[src/rtl/cga_init_sequencer.sv]
// Population initialisation sequencer: loads the LFSR seed/tap, then requests gene
// initialisation for each individual in turn, with an optional per-request ack timeout.
module cga_init_sequencer #(
  parameter int                POPULATION   = 24,
  parameter int                IDX_W        = 8,
  parameter int                LFSR_W       = 256,
  parameter logic [2:0]        INIT_CODE    = 3'b000,
  parameter logic [LFSR_W-1:0] SEED_DEFAULT = LFSR_W'(64'hACE1_2468_1357_BDF9),
  parameter logic [LFSR_W-1:0] TAP_DEFAULT  = (LFSR_W'(1) << (LFSR_W-1)) | (LFSR_W'(1) << (LFSR_W-3))
                                            | (LFSR_W'(1) << (LFSR_W-6)) | (LFSR_W'(1) << (LFSR_W-11)),
  parameter int                ACK_TIMEOUT  = 16
) (
  input  logic              CLOCK_50,
  input  logic              reset,
  input  logic [2:0]        state_controller,
  input  logic              use_ext,
  input  logic [LFSR_W-1:0] seed_in,
  input  logic [LFSR_W-1:0] tap_in,
  input  logic              gene_ack,
  output logic [LFSR_W-1:0] seed,
  output logic [LFSR_W-1:0] tap,
  output logic              seed_ready,
  output logic              func_mem_ready,
  output logic              gene_req,
  output logic [IDX_W-1:0]  gene_index,
  output logic              init_done,
  output logic              init_err,
  output logic [2:0]        state_init
);

  typedef enum logic [2:0] {
    S_IDLE  = 3'd0,
    S_LOAD  = 3'd1,
    S_REQ   = 3'd2,
    S_WAIT  = 3'd3,
    S_NEXT  = 3'd4,
    S_DONE  = 3'd5,
    S_ERROR = 3'd6
  } state_t;

  localparam int                CNT_W    = $clog2(ACK_TIMEOUT + 2);
  localparam logic [CNT_W-1:0]  TMO_LAST = CNT_W'((ACK_TIMEOUT > 0) ? ACK_TIMEOUT - 1 : 0);
  localparam logic [IDX_W-1:0]  LAST_IDX = IDX_W'(POPULATION - 1);

  state_t             state, state_nxt;
  logic [CNT_W-1:0]   tmo_cnt, cnt_nxt;
  logic [LFSR_W-1:0]  seed_nxt, tap_nxt, sel_seed;
  logic [IDX_W-1:0]   idx_nxt;
  logic               seed_ready_nxt, fmr_nxt, req_nxt, done_nxt, err_nxt;

  assign state_init = state;

  always_comb begin
    state_nxt      = state;
    seed_nxt       = seed;
    tap_nxt        = tap;
    seed_ready_nxt = seed_ready;
    fmr_nxt        = func_mem_ready;
    req_nxt        = gene_req;
    idx_nxt        = gene_index;
    done_nxt       = init_done;
    err_nxt        = init_err;
    cnt_nxt        = tmo_cnt;
    sel_seed       = use_ext ? seed_in : SEED_DEFAULT;

    if (state_controller != INIT_CODE) begin
      // Leaving init keeps the loaded seed/tap for the rest of the system.
      state_nxt = S_IDLE;
      req_nxt   = 1'b0;
      done_nxt  = 1'b0;
      err_nxt   = 1'b0;
      idx_nxt   = '0;
      cnt_nxt   = '0;
    end else begin
      case (state)
        S_IDLE: state_nxt = S_LOAD;
        S_LOAD: begin
          // An all-zero seed would lock the LFSR up, so fall back to the built-in one.
          seed_nxt       = (sel_seed == '0) ? SEED_DEFAULT : sel_seed;
          tap_nxt        = use_ext ? tap_in : TAP_DEFAULT;
          seed_ready_nxt = 1'b1;
          idx_nxt        = '0;
          state_nxt      = S_REQ;
        end
        S_REQ: begin
          req_nxt   = 1'b1;
          cnt_nxt   = '0;
          state_nxt = S_WAIT;
        end
        S_WAIT: begin
          if (gene_ack) begin
            req_nxt = 1'b0;
            fmr_nxt = 1'b1;
            if (gene_index == LAST_IDX) begin
              done_nxt  = 1'b1;
              state_nxt = S_DONE;
            end else begin
              state_nxt = S_NEXT;
            end
          end else if (ACK_TIMEOUT > 0 && tmo_cnt == TMO_LAST) begin
            req_nxt   = 1'b0;
            err_nxt   = 1'b1;
            state_nxt = S_ERROR;
          end else if (ACK_TIMEOUT > 0) begin
            cnt_nxt = tmo_cnt + 1'b1;
          end
        end
        S_NEXT: begin
          if (gene_index != LAST_IDX) idx_nxt = gene_index + 1'b1;
          state_nxt = S_REQ;
        end
        S_DONE:  done_nxt = 1'b1;
        S_ERROR: err_nxt  = 1'b1;
        default: state_nxt = S_IDLE;
      endcase
    end
  end

  always_ff @(posedge CLOCK_50) begin
    if (reset) begin
      state          <= S_IDLE;
      seed           <= '0;
      tap            <= '0;
      seed_ready     <= 1'b0;
      func_mem_ready <= 1'b0;
      gene_req       <= 1'b0;
      gene_index     <= '0;
      init_done      <= 1'b0;
      init_err       <= 1'b0;
      tmo_cnt        <= '0;
    end else begin
      state          <= state_nxt;
      seed           <= seed_nxt;
      tap            <= tap_nxt;
      seed_ready     <= seed_ready_nxt;
      func_mem_ready <= fmr_nxt;
      gene_req       <= req_nxt;
      gene_index     <= idx_nxt;
      init_done      <= done_nxt;
      init_err       <= err_nxt;
      tmo_cnt        <= cnt_nxt;
    end
  end

endmodule

[config.mk]
export PLATFORM = sky130hd
export DESIGN_NAME = cga_init_sequencer
export DESIGN_NICKNAME = d
export VERILOG_FILES = /design/src/rtl/cga_init_sequencer.sv
export SDC_FILE = /design/constraint.sdc
export NUM_CORES = 1
export LEC_CHECK = 0
export BUFFER_PORTS_ARGS = -buffer_cell sky130_fd_sc_hd__buf_4
export CAP_MARGIN = 25
export CORE_AREA = 2 2 412 414
export CTS_CLUSTER_DIAMETER = 120
export DETAILED_ROUTE_END_ITERATION = 8
export DIE_AREA = 0 0 414 416
export PLACE_DENSITY = 0.38
export SYNTH_ARGS = -nofsm -noshare
export SYNTH_HDL_FRONTEND = slang
export SYNTH_SLANG_ARGS = --single-unit
[constraint.sdc]
create_clock -name CLOCK_50 -period 5 [get_ports CLOCK_50]
set_clock_uncertainty 0.15 [all_clocks]
set_input_delay 1 -clock CLOCK_50 [delete_from_list [all_inputs] [get_ports CLOCK_50]]
set_output_delay 1 -clock CLOCK_50 [all_outputs]
set_load 0.03 [all_outputs]
# ---- Word level (Yosys, flattened, before mapping)
# Cells that the tools add are included.
dict set report totals {
  mem_bits_rw 0
  rom_bits 0
  latchBits 0
  memories 0
  reg_bits 533
}
dict set report op_classes {
  bitwise_logic 2
  n_eq_ne 16
  n_shift 0
  n_addsub 2
  n_mul 0
  n_mux 21
  n_lt_le_gt_ge 0
  div 0
  n_reduce_logical 18
}
# operator n
set ops {}
lappend ops {{256-bit 2-to-1 mux} 3}
lappend ops {{256-bit logical NOT} 1}
lappend ops {{8-bit case mux with 2 select lines} 1}
lappend ops {{3-bit case mux with 5 select lines} 1}
lappend ops {{2-bit != test, second input constant} 6}
lappend ops {{3-bit AND reduction} 4}
lappend ops {{5-bit 2-to-1 mux} 2}
lappend ops {{5-bit case mux with 2 select lines} 1}
lappend ops {{3-bit equality test, second input constant} 3}
lappend ops {{8-bit by 1-bit adder with 8-bit output, second input constant} 1}
lappend ops {{8-bit by 5-bit equality test with 1-bit output, second input constant} 1}
lappend ops {{8-bit 2-to-1 mux} 1}
lappend ops {{8-bit by 5-bit != test with 1-bit output, second input constant} 1}
lappend ops {{2-bit AND reduction} 4}
lappend ops {{2-bit nonzero test} 4}
lappend ops {{1-bit 2-to-1 mux} 7}
lappend ops {{3-bit by 2-bit equality test with 1-bit output, second input constant} 2}
lappend ops {{3-bit 2-to-1 mux} 2}
lappend ops {{1-bit case mux with 2 select lines} 3}
lappend ops {{2-bit OR reduction} 3}
lappend ops {{5-bit by 1-bit adder with 5-bit output, second input constant} 1}
lappend ops {{5-bit by 4-bit equality test with 1-bit output, second input constant} 1}
lappend ops {{3-bit by 1-bit equality test with 1-bit output, second input constant} 1}
lappend ops {{3-bit logical NOT} 1}
lappend ops {{other kinds (3)} 4}

# ---- Depth between registers and ports, before layout
# Gate-level depths: netlist (run 1).
dict set report depth {
  word_depth 4
  ltp_mapped 9
  ltp_nobuf 9
}

# ---- Worst setup path before layout (run 1)
# Ideal clock, no wire load.
dict set report synth_path {
  kind {input-to-reg}
  start {input port state_controller[1]}
  end {register seed[100]}
  setup_slack_ns 2.315
  arrival_time_ns 2.403
  setup_ns 0.132
  stages 8
  n_path_buf 4
  cell_sequence {or3_1 > or3_1 > clkbuf_1 > buf_2 > buf_2 > buf_2 > nand2_1 > a21oi_1}
}
dict set report synth_via {
  elab_chain_cells 3
}
# item line_no
set synth_lines {}
lappend synth_lines {{start: declaration} 15} ;# input logic [2:0] state_controller,
lappend synth_lines {{3-bit nonzero test} 66} ;# if (state_controller != INIT_CODE) begin
lappend synth_lines {{1-bit NOT (no line)} -}
lappend synth_lines {{2-bit AND reduction (no line)} -}
lappend synth_lines {{end signal: assignment} 133} ;# seed <= seed_nxt;
lappend synth_lines {{end: declaration} 20} ;# output logic [LFSR_W-1:0] seed,
# No other way between the ends.
# A chain may end at the register's enable or synchronous reset.

# ---- Worst setup path after layout (run 1)
dict set report layout_path {
  start {input port seed_in[165]}
  end {register seed[28]}
}
dict set report layout_via {
  elab_chain_cells 3
}
# item line_no
set layout_lines {}
lappend layout_lines {{start: declaration} 17} ;# input logic [LFSR_W-1:0] seed_in,
lappend layout_lines {{256-bit 2-to-1 mux} 64} ;# sel_seed = use_ext ? seed_in : SEED_DEFAULT;
lappend layout_lines {{256-bit logical NOT} 79} ;# seed_nxt = (sel_seed == '0) ? SEED_DEFAULT : sel_seed;
lappend layout_lines {{256-bit 2-to-1 mux} 79}
# No other way between the ends.

==> metrics, run 1 <==
Post-Route Setup TNS=0 ps; CP startpoint kind=input port; Max Cap Violations=0; post-route clock period utilization=0.6765; fin. max-slew vios=0; row cnt=151; RSZ-0062 raised after global routing=false; Data arrival, critical path=3830 ps; CP Capture Type=flip-flop; global route overflow=0; Die Y=416 µm; PwrDens=between 300 and 400 nW/µm²; Setup CP Type=in2reg; vias in the first global route=21805; Post-route DRC=0; actual slew at the worst max-slew pin=1015 ps; clock slew at reported path FFs=~50 ps; status=finished clean; Netlist cell types=41; Worst Hold Launch=tap[169]; leakage power=~0.012 µW; Initial Util=0.1177; Die ar.=172200 µm²; DP HPWL=100.1 mm; Tightest Hold Check Type=reg2reg; reg2reg start=state_init[2]; Iter 0 DRT Violations=1425; yosys warns=0; worst skew pair latency=670 ps; mean area per synthesized cell=8.139 µm²; Tmin final=about 3400 ps; FF+latch count, synth=533; sequential area share after synthesis=0.5393; clock net sink count=approximately 530; CTS tree=done; root buf cell=clkbuf_16; CTS Buf Count=75; Core ar.=168100 µm²; GRT Overall Usage=0.1469; I/O pins=approximately 1000; Max Freq=295.6 MHz; crit-path cells=buf_4 > nor4_1 > buf_4 > nand4_1 > nor4_1 > nand3_1 > o211ai_4 > buf_12 > o221a_1; layout cell share with drive strength beyond 1=0.3555; CTS max path bufs=3; Post-Synthesis Cells=roughly 2400; initial antenna violation count=28; postcts setup bufs=0; final instance area=32580 µm²; I/O Buffers=between 1000 and 1500; Setup Viol. Count Final=0; highest net fanout along the worst path=17; Final Hold Vio Count=0; routability cong.=0.8662; Slew HR=0.3233; Async SR Flop Fraction=0; fin nets=3891; syn_nets=2953; Reg2Reg Setup Slack=2230 ps; Post-Syn Area=19790 µm²; Hold Crit Depth=2; cell area after placement=30060 µm²; delay of the slowest critical-path stage=about 630 ps; H-tree lvl count=3; drt wl/cell=~23 µm; via count=21954; number of synthesized flops with an enable pin=0; Area Growth Syn to Fin=64.66%; Hold EP=tap[169]; cts hold-fix bufs=0; die width=just over 400 µm; WL final=132.3 mm; depth of the most critical reg-to-reg path=6; Pre-Repair DR Iteration Count=5; top_reg_cell synth=dfxtp_1; Vias/cell=around 4; first-pass GRT wire length=180.3 mm; Worst EP required=5450 ps; largest net degree at the start of global routing=162; Post-CTS Resized=0; Peak VDD IR=a little over 0.2 mV; post-route ant nets=0; Critical R2R Capture=tap[191]; critical path's slowest cell=nor4_1
==> state kept, by name, indices dropped and copies added, names as in the netlist <==
register,count
state_init,3
init_err,1
seed,256
gene_req,1
init_done,1
tap,256
tmo_cnt,5
func_mem_ready,1
gene_index,8
seed_ready,1
==> routing by layer <==
metal	up-vias	routed length [µm]	GRT usage
met3	160	11880	0.05813
li1	10362	-	-
met4	0	3323	0.04110
met2	807	67320	0.2637
met5	-	0	0
met1	10625	49740	0.1587
==> final cells by class <==
class | count | area, µm²
Fill cell | 19046 | 135600
Sequential cell | 533 | 10670
Timing Repair Buffer | 1089 | 8376
Multi-Input combinational cell | 1664 | 8218
Tap cell | 2218 | 2775
Clock buffer | 115 | 2207
Clock inverter | 19 | 305.3
Inverter | 6 | 22.52
Antenna cell | 3 | 7.507
==> logic make-up (layout without fill, tap and decap cells) <==
group | Yosys count | count (layout) | synth area share
xor gates and xnor gates | 8 | 8 | 0.003541
DFF | 533 | 533 | 0.5393
AOI/OAI and AO/OA | 540 | 540 | 0.1477
muxes | 1 | 1 | 0.0005059
other | 0 | 3 | 0
buffers and inverters | 234 | 1229 | 0.04983
and+or+nand+nor | 1112 | 1112 | 0.2572
adders and majority gates | 3 | 3 | 0.001897
==> where the power goes <==
group,total [µW],switching [µW],internal (µW)
Sequential,4270,6.87,4260
Clock,5540,2300,3230
Combinational,697,384,313
==> critical path, delay by kind of cell <==
kind                   cells  cell delay (ps)
AO/OA/AOI/OAI              2              600
AND/OR/NAND/NOR            4             1570
buffers and inverters      3              630
==> worst max path at each step <==
stage | startpoint | endpoint | slack (ps)
global placement | seed_in[236] | seed[5] | 690
finish | seed_in[165] | seed[28] | 1620
detailed placement | seed_in[165] | seed[24] | 870
CTS | seed_in[165] | seed[28] | 1610
floorplan | state_controller[1] | seed[100] | 2320
global route | seed_in[165] | seed[22] | 1600
==> cell usage after synthesis (3+ instances only) <==
| cell type | n | area [µm²] |
|---|---|---|
| nand4_1 | 18 | 112.6 |
| nor4_1 | 62 | 387.9 |
| and4_1 | 3 | 26.28 |
| xor2_1 | 6 | 52.55 |
| nor3b_1 | 8 | 60.06 |
| nor2_1 | 27 | 101.4 |
| ha_1 | 3 | 37.54 |
| nand3_1 | 482 | 2412 |
| buf_6 | 3 | 33.78 |
| inv_1 | 4 | 15.01 |
| nand2_1 | 489 | 1836 |
| and3_1 | 4 | 25.02 |
| nor3_1 | 7 | 35.03 |
| buf_1 | 4 | 15.01 |
| o21ai_0 | 10 | 50.05 |
| buf_2 | 65 | 325.3 |
| o221a_1 | 31 | 349.1 |
| clkbuf_1 | 155 | 581.8 |
| or3_1 | 3 | 18.77 |
| dfxtp_1 | 533 | 10670 |
| a21oi_1 | 490 | 2452 |
==> cell usage in the layout (no fill, tap or decap), drive strengths merged, types with 8 or more instances in the layout <==
cell type,Yosys,routed
a21oi,490,490
buf,73,1089
clkbuf,155,115
clkinv,1,12
dfxtp,533,533
inv,5,10
nand2,489,489
nand3,482,482
nand4,18,18
nor2,27,27
nor3b,8,8
nor4,63,63
o21ai,11,11
o221a,31,31
==> stage by stage <==
stage          setup slack [ps]  cells    util  hold WS (ps)  total power [µW]
2_1_floorplan              2315   2431       -         299.2              4530
3_3_place_gp              693.3   5509  0.1787         288.4              5073
3_5_place_dp              868.5   5510  0.1788         293.6              5076
4_1_cts                    1608   5644  0.1937         301.0             10740
5_1_grt                    1597   5647  0.1938         312.8             10920
6_report                   1617   5647  0.1938         297.8             10500
No activity file was read; power rests on OpenSTA's default activity.
==> run 2, diff against run 1 <==
--- a/config.mk
+++ b/config.mk
@@ -7,11 +7,11 @@
 export LEC_CHECK = 0
 export BUFFER_PORTS_ARGS = -buffer_cell sky130_fd_sc_hd__buf_4
 export CAP_MARGIN = 25
-export CORE_AREA = 2 2 412 414
+export CORE_AREA = 2 2 405 407
 export CTS_CLUSTER_DIAMETER = 120
 export DETAILED_ROUTE_END_ITERATION = 8
-export DIE_AREA = 0 0 414 416
-export PLACE_DENSITY = 0.38
+export DIE_AREA = 0 0 407 409
+export PLACE_DENSITY = 0.39
 export SYNTH_ARGS = -nofsm -noshare
 export SYNTH_HDL_FRONTEND = slang
 export SYNTH_SLANG_ARGS = --single-unit
==> constraint.sdc (replaced) <==
create_clock -name CLOCK_50 -period 3.4 [get_ports CLOCK_50]
set_clock_uncertainty 0.15 [all_clocks]
set_input_delay 0.68 -clock CLOCK_50 [delete_from_list [all_inputs] [get_ports CLOCK_50]]
set_output_delay 0.68 -clock CLOCK_50 [all_outputs]
set_load 0.03 [all_outputs]
==> metrics, run 2 (synthesized netlist as in run 1, its figures left out) <==
Data arrival, critical path=3280 ps (-550 ps); H-tree lvl count=3 (unchanged); M3 GR Usage=0.06569 (+0.007561); CTS tree=done; Max Freq=352.4 MHz; Worst setup endpoint=seed[55]; clock net sink count=533 (unchanged); row cnt=148 (-2.0%); Die ar.=166500 µm² (-3.3%); Largest regs=seed (256), tap (256), gene_index (8); Core ar.=162000 µm² (-3.6%); Worst Setup SP=seed_in[25]; I/O pins=1047 (unchanged); Reg2Reg Setup Slack=960 ps (-1270 ps); first-pass GRT wire length=185.0 mm (+2.6%); largest net degree at the start of global routing=147 (-9.3%); family with the most delay on the worst path=simple AND/OR/NAND/NOR gates; drt wl/cell=24.71 µm (+5.5%); Die Y=409 µm (-1.7%); root buf cell=clkbuf_16; leakage power=0.01259 µW (+1.7%); Pre-Repair DR Iteration Count=7 (+2); Critical R2R Capture=tap[205]; Post-Route Setup TNS=0 ps (unchanged); RSZ-0062 raised after global routing=false; routability cong.=0.8663 (about the same); CP bufs+invs=3 (unchanged); status=finished clean; WHS=114.5 ps (-183.2 ps); global routing's busiest layer=met2; Setup Viol. Count Final=0 (unchanged); Peak VDD IR=0.3047 mV (+47%); CTS Buf Count=74 (-1.3%); Post-CTS Resized=0 (unchanged); crit-path cells=buf_4 > nor4_4 > buf_8 > nand4_1 > nor2_1 > nand4_1 > o211ai_4 > buf_12 > o221a_1; postcts setup bufs=0 (unchanged); Setup CP Type=in2reg; PwrDens=464.8 nW/µm² (+44%); fin. max-slew vios=0 (unchanged); post-route clock period utilization=0.8346; fin nets=3933 (+1.1%); vias in the first global route=21949 (+0.66%); met2 Track Usage GR=0.2823 (+0.01860); I/O Buffers=1046 (unchanged); Tmin final=roughly 2800 ps; most common cell after layout, fill and taps aside=buf_4; WL final=139.6 mm (+5.5%); GRT Overall Usage=0.1595 (+0.01263); Core Util, Final=0.2031 (+0.009317); Final Hold Vio Count=0 (unchanged); CP startpoint kind=input port; Slew HR=0.4296 (+0.1063); Initial Util=0.1221 (+0.004443); critical path's slowest cell=nand4_1; Iter 0 DRT Violations=1362 (-4.4%); die width=407 µm (-1.7%); met1 Use GR=0.1688 (+0.01014); Worst EP required=3840 ps (-1610 ps); cts hold-fix bufs=0 (unchanged); layout cell share with drive strength beyond 1=0.3650 (+0.009485); DP HPWL=110.4 mm (+10%); pre-CTS setup slack=-390.6 ps (-1259 ps); Tightest Hold Check Type=in2reg; post-route ant nets=0 (unchanged); WP depth=9 (unchanged); via count=22135 (+0.82%); highest net fanout along the worst path=29 (+12); Vias/cell=3.918 (+0.77%); CTS max path bufs=3 (unchanged); actual slew at the worst max-slew pin=855.6 ps (-159.4 ps); depth of the most critical reg-to-reg path=7 (+1); Max Cap Violations=0 (unchanged); initial antenna violation count=42 (+50%); global route overflow=0 (unchanged); cell mode on critical path=nand4_1; CP Capture Type=flip-flop; Post-route DRC=0 (unchanged); reg2reg start=state_init[0]; clock slew at reported path FFs=60 ps (about the same); fin worst setup slack=562.5 ps (-1055 ps); Area Growth Syn to Fin=66.30%; worst skew pair latency=660 ps (about the same); most frequent cells in the layout=1110 x buf_4, 533 x dfxtp_1, 490 x a21oi_1; delay of the slowest critical-path stage=540 ps (-90 ps)
[run 2: worst min path at each step]
stage	cells past startpoint	slack [ps]	to	start
3_5_place_dp	2	290	seed[80]	seed[80]
6_report	3	110	tap[255]	tap_in[255]
5_1_grt	3	80	seed[211]	seed_in[211]
3_3_place_gp	2	290	seed[244]	seed[244]
4_1_cts	3	30	tap[255]	tap_in[255]
2_1_floorplan	2	300	tmo_cnt[1]	tmo_cnt[1]
[run 2: worst reg2reg max path: stages (launching register included)]
cell and delay [ps]:
dfxtp_1 570, nand2_1 180, nor3_2 330, buf_4 260, buf_12 200, buf_12 290
nand3_1 200, a21oi_1 180
[run 2: power by group]
group	total [µW]	leakage (µW)	switching, µW	internal (µW)
logic	1040	0.00711	565	472
registers	6270	0.00429	10.8	6260
clock network	7980	0.00119	3370	4610
total	15300	0.0126	3950	11300
[run 2: final cells by class]
| cell class | instances | area, µm² |
|---|---|---|
| clock inverters | 21 | 307.8 |
| repair buffers | 1132 | 8758 |
| flip-flops and latches | 533 | 10670 |
| clock buffers | 107 | 2156 |
| fillers | 18238 | 129100 |
| inverters | 6 | 22.52 |
| diodes | 12 | 30.03 |
| multi-input cells | 1664 | 8239 |
| well taps | 2175 | 2721 |
[run 2: through the flow]
| step | total power (µW) | std cells | area, µm² |
|---|---|---|---|
| global placement | 7461 | 5508 | 30370 |
| finish | 15290 | 5650 | 32910 |
| global route | 15900 | 5649 | 32900 |
| CTS | 15660 | 5638 | 32880 |
| floorplan | 6661 | 2431 | 19790 |
| detailed placement | 7465 | 5510 | 30410 |
[run 2: metal layers]
metal / part of all wire / vias to the layer above
met5: 0.00016 / -
met4: 0.030 / 4
met3: 0.10 / 188
met2: 0.50 / 848
met1: 0.37 / 10646
li1: - / 10449
